$ cat config.mk
export PLATFORM = sky130hd
export DESIGN_NAME = seq_arith_unit
export DESIGN_NICKNAME = d
export VERILOG_FILES = /design/src/rtl/seq_arith_unit.sv
export SDC_FILE = /design/constraint.sdc
export NUM_CORES = 1
export LEC_CHECK = 0
export ABC_CLOCK_PERIOD_IN_PS = 3150
export BUFFER_PORTS_ARGS = -buffer_cell sky130_fd_sc_hd__buf_2
export CAP_MARGIN = 20
export CORE_UTILIZATION = 40
export CTS_CLUSTER_DIAMETER = 50
export DETAILED_ROUTE_END_ITERATION = 10
export GPL_TIMING_DRIVEN = 0
export MAX_ROUTING_LAYER = met4
export PLACE_DENSITY = 0.7
export SETUP_SLACK_MARGIN = 0.2
export SLEW_MARGIN = 5
export SYNTH_ARGS = -nofsm -noshare
export SYNTH_HDL_FRONTEND = slang
export SYNTH_SLANG_ARGS = --single-unit
$ cat constraint.sdc
create_clock -name clk -period 3.15 [get_ports clk]
set_input_delay 0.4725 -clock clk [delete_from_list [all_inputs] [get_ports clk]]
set_output_delay 0.4725 -clock clk [all_outputs]
set_load 0.02 [all_outputs]
$ cat src/rtl/seq_arith_unit.sv
// Clocked arithmetic unit: single-cycle ADD/SUB/SHR and an iterative shift-add MUL,
// with a valid/ready handshake on both the operand and the result side.
module seq_arith_unit #(
  parameter int WIDTH = 8,
  parameter int CNT_W = 16
) (
  input  logic               clk,
  input  logic               rst,
  input  logic               in_valid,
  output logic               in_ready,
  input  logic [1:0]         op,
  input  logic [WIDTH-1:0]   a,
  input  logic [WIDTH-1:0]   b,
  output logic               out_valid,
  input  logic               out_ready,
  output logic [2*WIDTH-1:0] result,
  output logic               busy,
  output logic [CNT_W-1:0]   ops_done,
  output logic [1:0]         dbg_state
);

  // Handshake: a transfer happens on a rising edge where valid && ready are both high.
  // in_ready depends only on state; out_valid stays high with result stable until out_ready.
  typedef enum logic [1:0] {
    IDLE     = 2'd0,
    MUL_BUSY = 2'd1,
    DONE     = 2'd2
  } state_t;

  localparam logic [1:0] OP_ADD = 2'b00;
  localparam logic [1:0] OP_SUB = 2'b01;
  localparam logic [1:0] OP_MUL = 2'b10;
  localparam int         BW     = $clog2(WIDTH + 1);

  state_t               state, state_n;
  logic [2*WIDTH-1:0]   mcand, acc, acc_n, result_q;
  logic [WIDTH-1:0]     mplier, shr_w;
  logic [BW-1:0]        bitcnt;
  logic [CNT_W-1:0]     ops_q;
  logic [WIDTH:0]       sum_w, diff_w;

  assign sum_w  = {1'b0, a} + {1'b0, b};
  assign diff_w = {1'b0, a} - {1'b0, b};
  assign shr_w  = a >> b;
  assign acc_n  = acc + (mplier[0] ? mcand : '0);

  always_ff @(posedge clk) begin
    if (rst) state <= IDLE;
    else     state <= state_n;
  end

  always_comb begin
    state_n   = state;
    in_ready  = 1'b0;
    out_valid = 1'b0;
    busy      = 1'b0;
    case (state)
      IDLE: begin
        in_ready = 1'b1;
        if (in_valid) state_n = (op == OP_MUL) ? MUL_BUSY : DONE;
      end
      MUL_BUSY: begin
        busy = 1'b1;
        if (bitcnt == BW'(1)) state_n = DONE;
      end
      DONE: begin
        out_valid = 1'b1;
        if (out_ready) state_n = IDLE;
      end
      default: state_n = IDLE;
    endcase
  end

  always_ff @(posedge clk) begin
    if (rst) begin
      result_q <= '0;
      mcand    <= '0;
      mplier   <= '0;
      acc      <= '0;
      bitcnt   <= '0;
      ops_q    <= '0;
    end else begin
      case (state)
        IDLE: begin
          if (in_valid) begin
            case (op)
              OP_ADD: result_q <= {{(WIDTH-1){1'b0}}, sum_w};
              OP_SUB: result_q <= {{(WIDTH-1){1'b0}}, diff_w};
              OP_MUL: begin
                mcand  <= {{WIDTH{1'b0}}, a};
                mplier <= b;
                acc    <= '0;
                bitcnt <= BW'(WIDTH);
              end
              default: result_q <= {{WIDTH{1'b0}}, shr_w};
            endcase
          end
        end
        MUL_BUSY: begin
          acc    <= acc_n;
          mcand  <= mcand << 1;
          mplier <= mplier >> 1;
          bitcnt <= bitcnt - BW'(1);
          // The final iteration's sum goes straight into the result register.
          if (bitcnt == BW'(1)) result_q <= acc_n;
        end
        DONE: begin
          if (out_ready) ops_q <= ops_q + CNT_W'(1);
        end
        default: ;
      endcase
    end
  end

  assign result    = result_q;
  assign ops_done  = ops_q;
  assign dbg_state = state;

endmodule
### Yosys cells after proc, flatten, opt, wreduce, memory -nomap -nowiden

Cells that the tools add are included.

| word-level totals | value |
|---|---|
| bits in registers | 78 |
| word-level logic and storage cells | 55 |
| output and inout port bits | 37 |
| input bits | 22 |

| operators by class | value |
|---|---|
| equality and inequality tests | 10 |
| reduce and logical (&&, ||, !) cells | 7 |
| shift-type cells | 1 |
| muxes and demuxes | 25 |
| $add $sub $neg | 5 |

Operators with widths:

| cell | number |
|---|---|
| two-way mux 16 bit | 7 |
| case mux 16 bit (2 select lines) | 3 |
| case mux 16 bit (3 select lines) | 1 |
| adder 16 x 1 -> 16 bit, second input constant | 1 |
| adder 16 bit | 1 |
| two-way mux 8 bit | 2 |
| case mux 8 bit (2 select lines) | 1 |
| != test 2 bit, second input constant | 5 |
| adder 8 x 8 -> 9 bit | 1 |
| subtractor 8 x 8 -> 9 bit | 1 |
| two-way mux 2 bit | 4 |
| two-way mux 4 bit | 2 |
| case mux 4 bit (2 select lines) | 1 |
| >> shifter 8 x 8 -> 8 bit | 1 |
| case mux 2 bit (3 select lines) | 1 |
| AND reduction 3 bit | 2 |
| == test 2 x 1 -> 1 bit, second input constant | 2 |
| == test 2 bit, second input constant | 2 |
| == test 4 x 1 -> 1 bit, second input constant | 1 |
| logical NOT 2 bit | 2 |
| AND reduction 4 bit | 1 |
| subtractor 4 x 1 -> 4 bit, second input constant | 1 |
| two-way mux 1 bit | 3 |
| AND reduction 2 bit | 1 |
| nonzero test 2 bit | 1 |

### Logic depth before layout (Yosys ltp)

| depth | value |
|---|---|
| word-level depth | 4 |
| mapped depth | 13 |
| mapped depth without buffers | 12 |

### Worst setup path after synthesis

No wires, ideal clock.

| timing | value |
|---|---|
| path kind | in2reg |
| start | input b[1] |
| end | register result_q[6], in the netlist result[6] |
| data required time | 3.079 ns |
| arrival | 2.802 ns |
| stages on the path | 12 |
| library setup time | 0.071 ns |
| setup slack | 0.278 ns |
| cell sequence | buf_2 -> clkinv_1 -> ha_1 -> nor2_1 -> xnor2_1 -> ha_1 -> nor2b_4 -> o31a_1 -> or4b_1 -> a21oi_1 -> o221ai_1 -> a21oi_1 |

| on the way | value |
|---|---|
| word-level cells in the longest chain between the ends | 4 |

Ends and longest elaborated chain:

| what | line | RTL |
|---|---|---|
| start: declaration | 13 | `input logic [WIDTH-1:0] b,` |
| subtractor 8 x 8 -> 9 bit (tied with other cells) | 43 | `assign diff_w = {1'b0, a} - {1'b0, b};` |
| case mux 16 bit (3 select lines) (*) | 86 | `case (op)` |
| two-way mux 16 bit (*) | 85 | `if (in_valid) begin` |
| case mux 16 bit (2 select lines) (*) | 83 | `case (state)` |
| end signal: assignment | 87 | `OP_ADD: result_q <= {{(WIDTH-1){1'b0}}, sum_w};` |
| end signal: assignment | 88 | `OP_SUB: result_q <= {{(WIDTH-1){1'b0}}, diff_w};` |
| end signal: assignment | 95 | `default: result_q <= {{WIDTH{1'b0}}, shr_w};` |
| end: declaration | 36 | `logic [2*WIDTH-1:0] mcand, acc, acc_n, result_q;` |

Mark *: on every way between the ends. The rest lies on a longest branch, timed or not. The select of a mux whose other input is x is not followed.
A chain may end at the register's enable or synchronous reset.

### Worst setup path in the final report

| timing | value |
|---|---|
| start | input b[0] |
| end | register result_q[6], in the netlist result[6] |

Same word-level chain as after synthesis.

==> impl_metrics.env <==
export IMPL_status="completed"
export IMPL_synth_seq_area_share_pct=33.2
export IMPL_design_area_sq_mm=0.00553
export IMPL_fill_cells=1121
export IMPL_drt_pre_antenna_iters=5
export IMPL_worst_slack_ns=0.336
export IMPL_start_util_pct=41.2
export IMPL_synth_main_ff_cell="dfxtp_1"
export IMPL_ys_warn_count=0
export IMPL_die_w_microns=110
export IMPL_pwr_share_comb_pct=16.3
export IMPL_hpwl_mm=9.85
export IMPL_worstSetupStartpoint="b[0]"
export IMPL_yosys_register_bits=78
export IMPL_drc_errors=0
export IMPL_portBuffers=57
export IMPL_slew_headroom_pct=56.8
export IMPL_postPlaceCellArea_sq_mm=0.00517
export IMPL_cts_sinks=78
export IMPL_coreArea_sq_mm=0.0114
export IMPL_grt_pass1_wl_mm=21.2
export IMPL_switching_share_pct=26.6
export IMPL_grt_pass1_vias=4248
export IMPL_layout_commonest_cell="nor2_1"
export IMPL_antenna_cells=0
export IMPL_max_cap_violations=0
export IMPL_yosys_area_share_simple_pct=21.7
export IMPL_wire_per_inst_microns=16.5
export IMPL_fin_setup_tns_ns=0
export IMPL_min_delay_start="out_ready"
export IMPL_ant_nets=0
export IMPL_leakagePower_uw=0.00234
export IMPL_synthArstFlopShare_pct=0
export IMPL_fmax_mhz=355
export IMPL_path_class="in2reg"
export IMPL_post_synth_num_cell_types=69
export IMPL_htreeDepth=3
export IMPL_yosysTopAreaCell="dfxtp_1"
export IMPL_cp_max_fo=10
export IMPL_setup_viol=0
export IMPL_clk_latency_ns=0.33
export IMPL_hold_class="in2reg"
export IMPL_grt_overflow_total=0
export IMPL_finalClockSkew_ns=0.00702
export IMPL_dp_slack_ns=-0.0615
export IMPL_synthAdderAreaFrac_pct=8.03
export IMPL_wl_mm=12.9
export IMPL_power_frac_seq_pct=39.3
export IMPL_finalNetCount=684
export IMPL_vias=4480
export IMPL_start_kind="input port"
export IMPL_hold_violations=0
export IMPL_root_buffer="clkbuf_16"
export IMPL_cp_required_ns=3.41
export IMPL_die_height_microns=110
export IMPL_drt_iter0_drc=240
export IMPL_synth_top_cell_area_share_pct=33.2
export IMPL_ioPinCount=59
export IMPL_worstPathArrival_ns=3.08
export IMPL_syn_nets=614
export IMPL_intPower_uw=1960
export IMPL_fin_crit_sh_pct=89.3
export IMPL_synth_top_family_by_area="compound AO/OA/AOI/OAI gates"
export IMPL_synth_area_leaders="dfxtp_1 33%, ha_1 7.2%, nor2_1 6.5%"
export IMPL_worst_slew_pin_slew_ns=0.648
export IMPL_synth_edf_count=0
export IMPL_std_cell_rows=39
export IMPL_min_period_ns=2.81
export IMPL_max_vdd_ir_drop_mv=0.299
export IMPL_fp_dieArea_sq_mm=0.0122
export IMPL_final_util_pct=48.4
export IMPL_syn_inst=563
export IMPL_syn_area_sq_mm=0.00471
export IMPL_layout_common_cells="81 x nor2_1, 78 x dfxtp_1, 67 x buf_2"
export IMPL_pwr_share_clk_pct=44.3
export IMPL_p_sw_uw=710
export IMPL_cts_tree="yes"
export IMPL_clk_pin_slew_worst_paths_ns=0.06
export IMPL_cts_made_buffers=9
export IMPL_postSynthAreaPerCell_sq_um=8.36
export IMPL_critPathCaptureType="flip-flop"
export IMPL_r2r_start="mplier[0]"
export IMPL_antenna_found_initial=0
export IMPL_vias_per_cell=5.74
export IMPL_p_per_area_mw_per_mm2=482
export IMPL_synth_area_mux_share_pct=3.59
export IMPL_clock_path_buffers=2
export IMPL_place_congestion=0.896
export IMPL_maxSlewViolCount=0
export IMPL_grt_max_degree=14
export IMPL_track_usage_pct=22.0
export IMPL_drive_above_1_share_pct=16.5
export IMPL_grt_setup_unrepaired="false"
export IMPL_synthXorXnorAreaFrac_pct=6.70
export IMPL_synth_compound_area_share_pct=22.5
export IMPL_areaGrowthSynthToFinish_pct=17.5
-- power by group through the flow --
| stage | Sequential [uW] | Combinational (uW) | Clock, uW |
|---|---|---|---|
| detailed placement | 1070 | 424 | 0 |
| CTS | 1050 | 426 | 1190 |
| floorplan | 1080 | 281 | 0 |
| finish | 1050 | 435 | 1180 |
| global placement | 1070 | 414 | 0 |
| global route | 1050 | 475 | 1230 |
-- cell usage after synthesis (3+ instances only) --
cell and number:
o21a_1 6, a22o_1 7, xor2_1 12, a311oi_1 16, nand2b_1 6, a32o_1 4
mux2i_1 9, nor2b_1 5, nor2_1 81, a211oi_1 6, mux2_2 3, buf_2 11
ha_1 27, nor3_1 8, a22oi_1 15, and2_1 15, or4_1 3, nand3_1 13
nor4_1 6, o31ai_1 4, o22ai_1 6, dfxtp_1 78, o21ai_0 19, nand2_1 51
and3_1 5, inv_1 17, clkbuf_1 15, o211ai_1 3, a21oi_1 32, a21o_1 5
xnor2_1 24
-- worst paths after layout --
kind	to	slack, ns	depth (start not counted)
max reg2reg	result[14]	0.40	9
min	dbg_state[1]	0.43	3
min reg2reg	result[6]	0.46	2
max	result[6]	0.34	13
-- flip-flops by register name, indices dropped and copies added (netlist names) --
name       cells
mcand         16
ops_done      16
mplier         8
dbg_state      2
bitcnt         4
acc           16
result        16
-- cell type report --
class                           instances  area [sq um]  area share, %
Multi-Input combinational cell        437          2940           53.2
Sequential cell                        78          1560           28.2
Timing Repair Buffer                   59           300           5.43
Clock buffer                            9           225           4.07
Tap cell                              143           179           3.24
Buffer                                 30           136           2.47
Clock inverter                          6           111           2.01
Inverter                               18          71.3           1.29
-- cells by family (layout without fill, tap and decap cells) --
kind of cell             count (synthesis)  in the layout
AND/OR/NAND/NOR                        212            212
AO/OA/AOI/OAI                          146            146
flip-flops                              78             78
buffers and inverters                   48            122
XOR/XNOR                                36             36
adder cells (fa/ha/maj)                 29             29
multiplexers                            14             14
-- metrics by stage --
stage	hold WS [ns]	std cells	total power, uW
after floorplan	0.441	563	1360
after global placement	0.449	763	1480
after detailed placement	0.448	763	1490
after CTS	0.428	778	2670
after global routing	0.441	780	2760
final	0.434	780	2670
-- routing by layer --
| layer | part of all wire [%] | global-route usage (%) |
|---|---|---|
| met1 | 45 | 28.4 |
| met2 | 48 | 35.7 |
| met3 | 5.2 | 2.52 |
| met4 | 1.6 | 7.38 |
| met5 | 0 | - |
-- timing repair --
item,in CTS,in global routing
hold buffers,0,0
endpoints found under the setup margin,0,2
resized for setup,0,3
buffers inserted,0,2
-- worst max-delay path: stages --
cell      delay, ns
buf_2          0.13
buf_4          0.20
inv_1          0.09
ha_1           0.23
nor2_1         0.14
xnor2_1        0.13
ha_1           0.29
nor2b_4        0.15
o31a_1         0.29
or4b_1         0.48
a21oi_1        0.14
o221ai_1       0.16
a21oi_1        0.16
(Power assumes the default switching activity.)
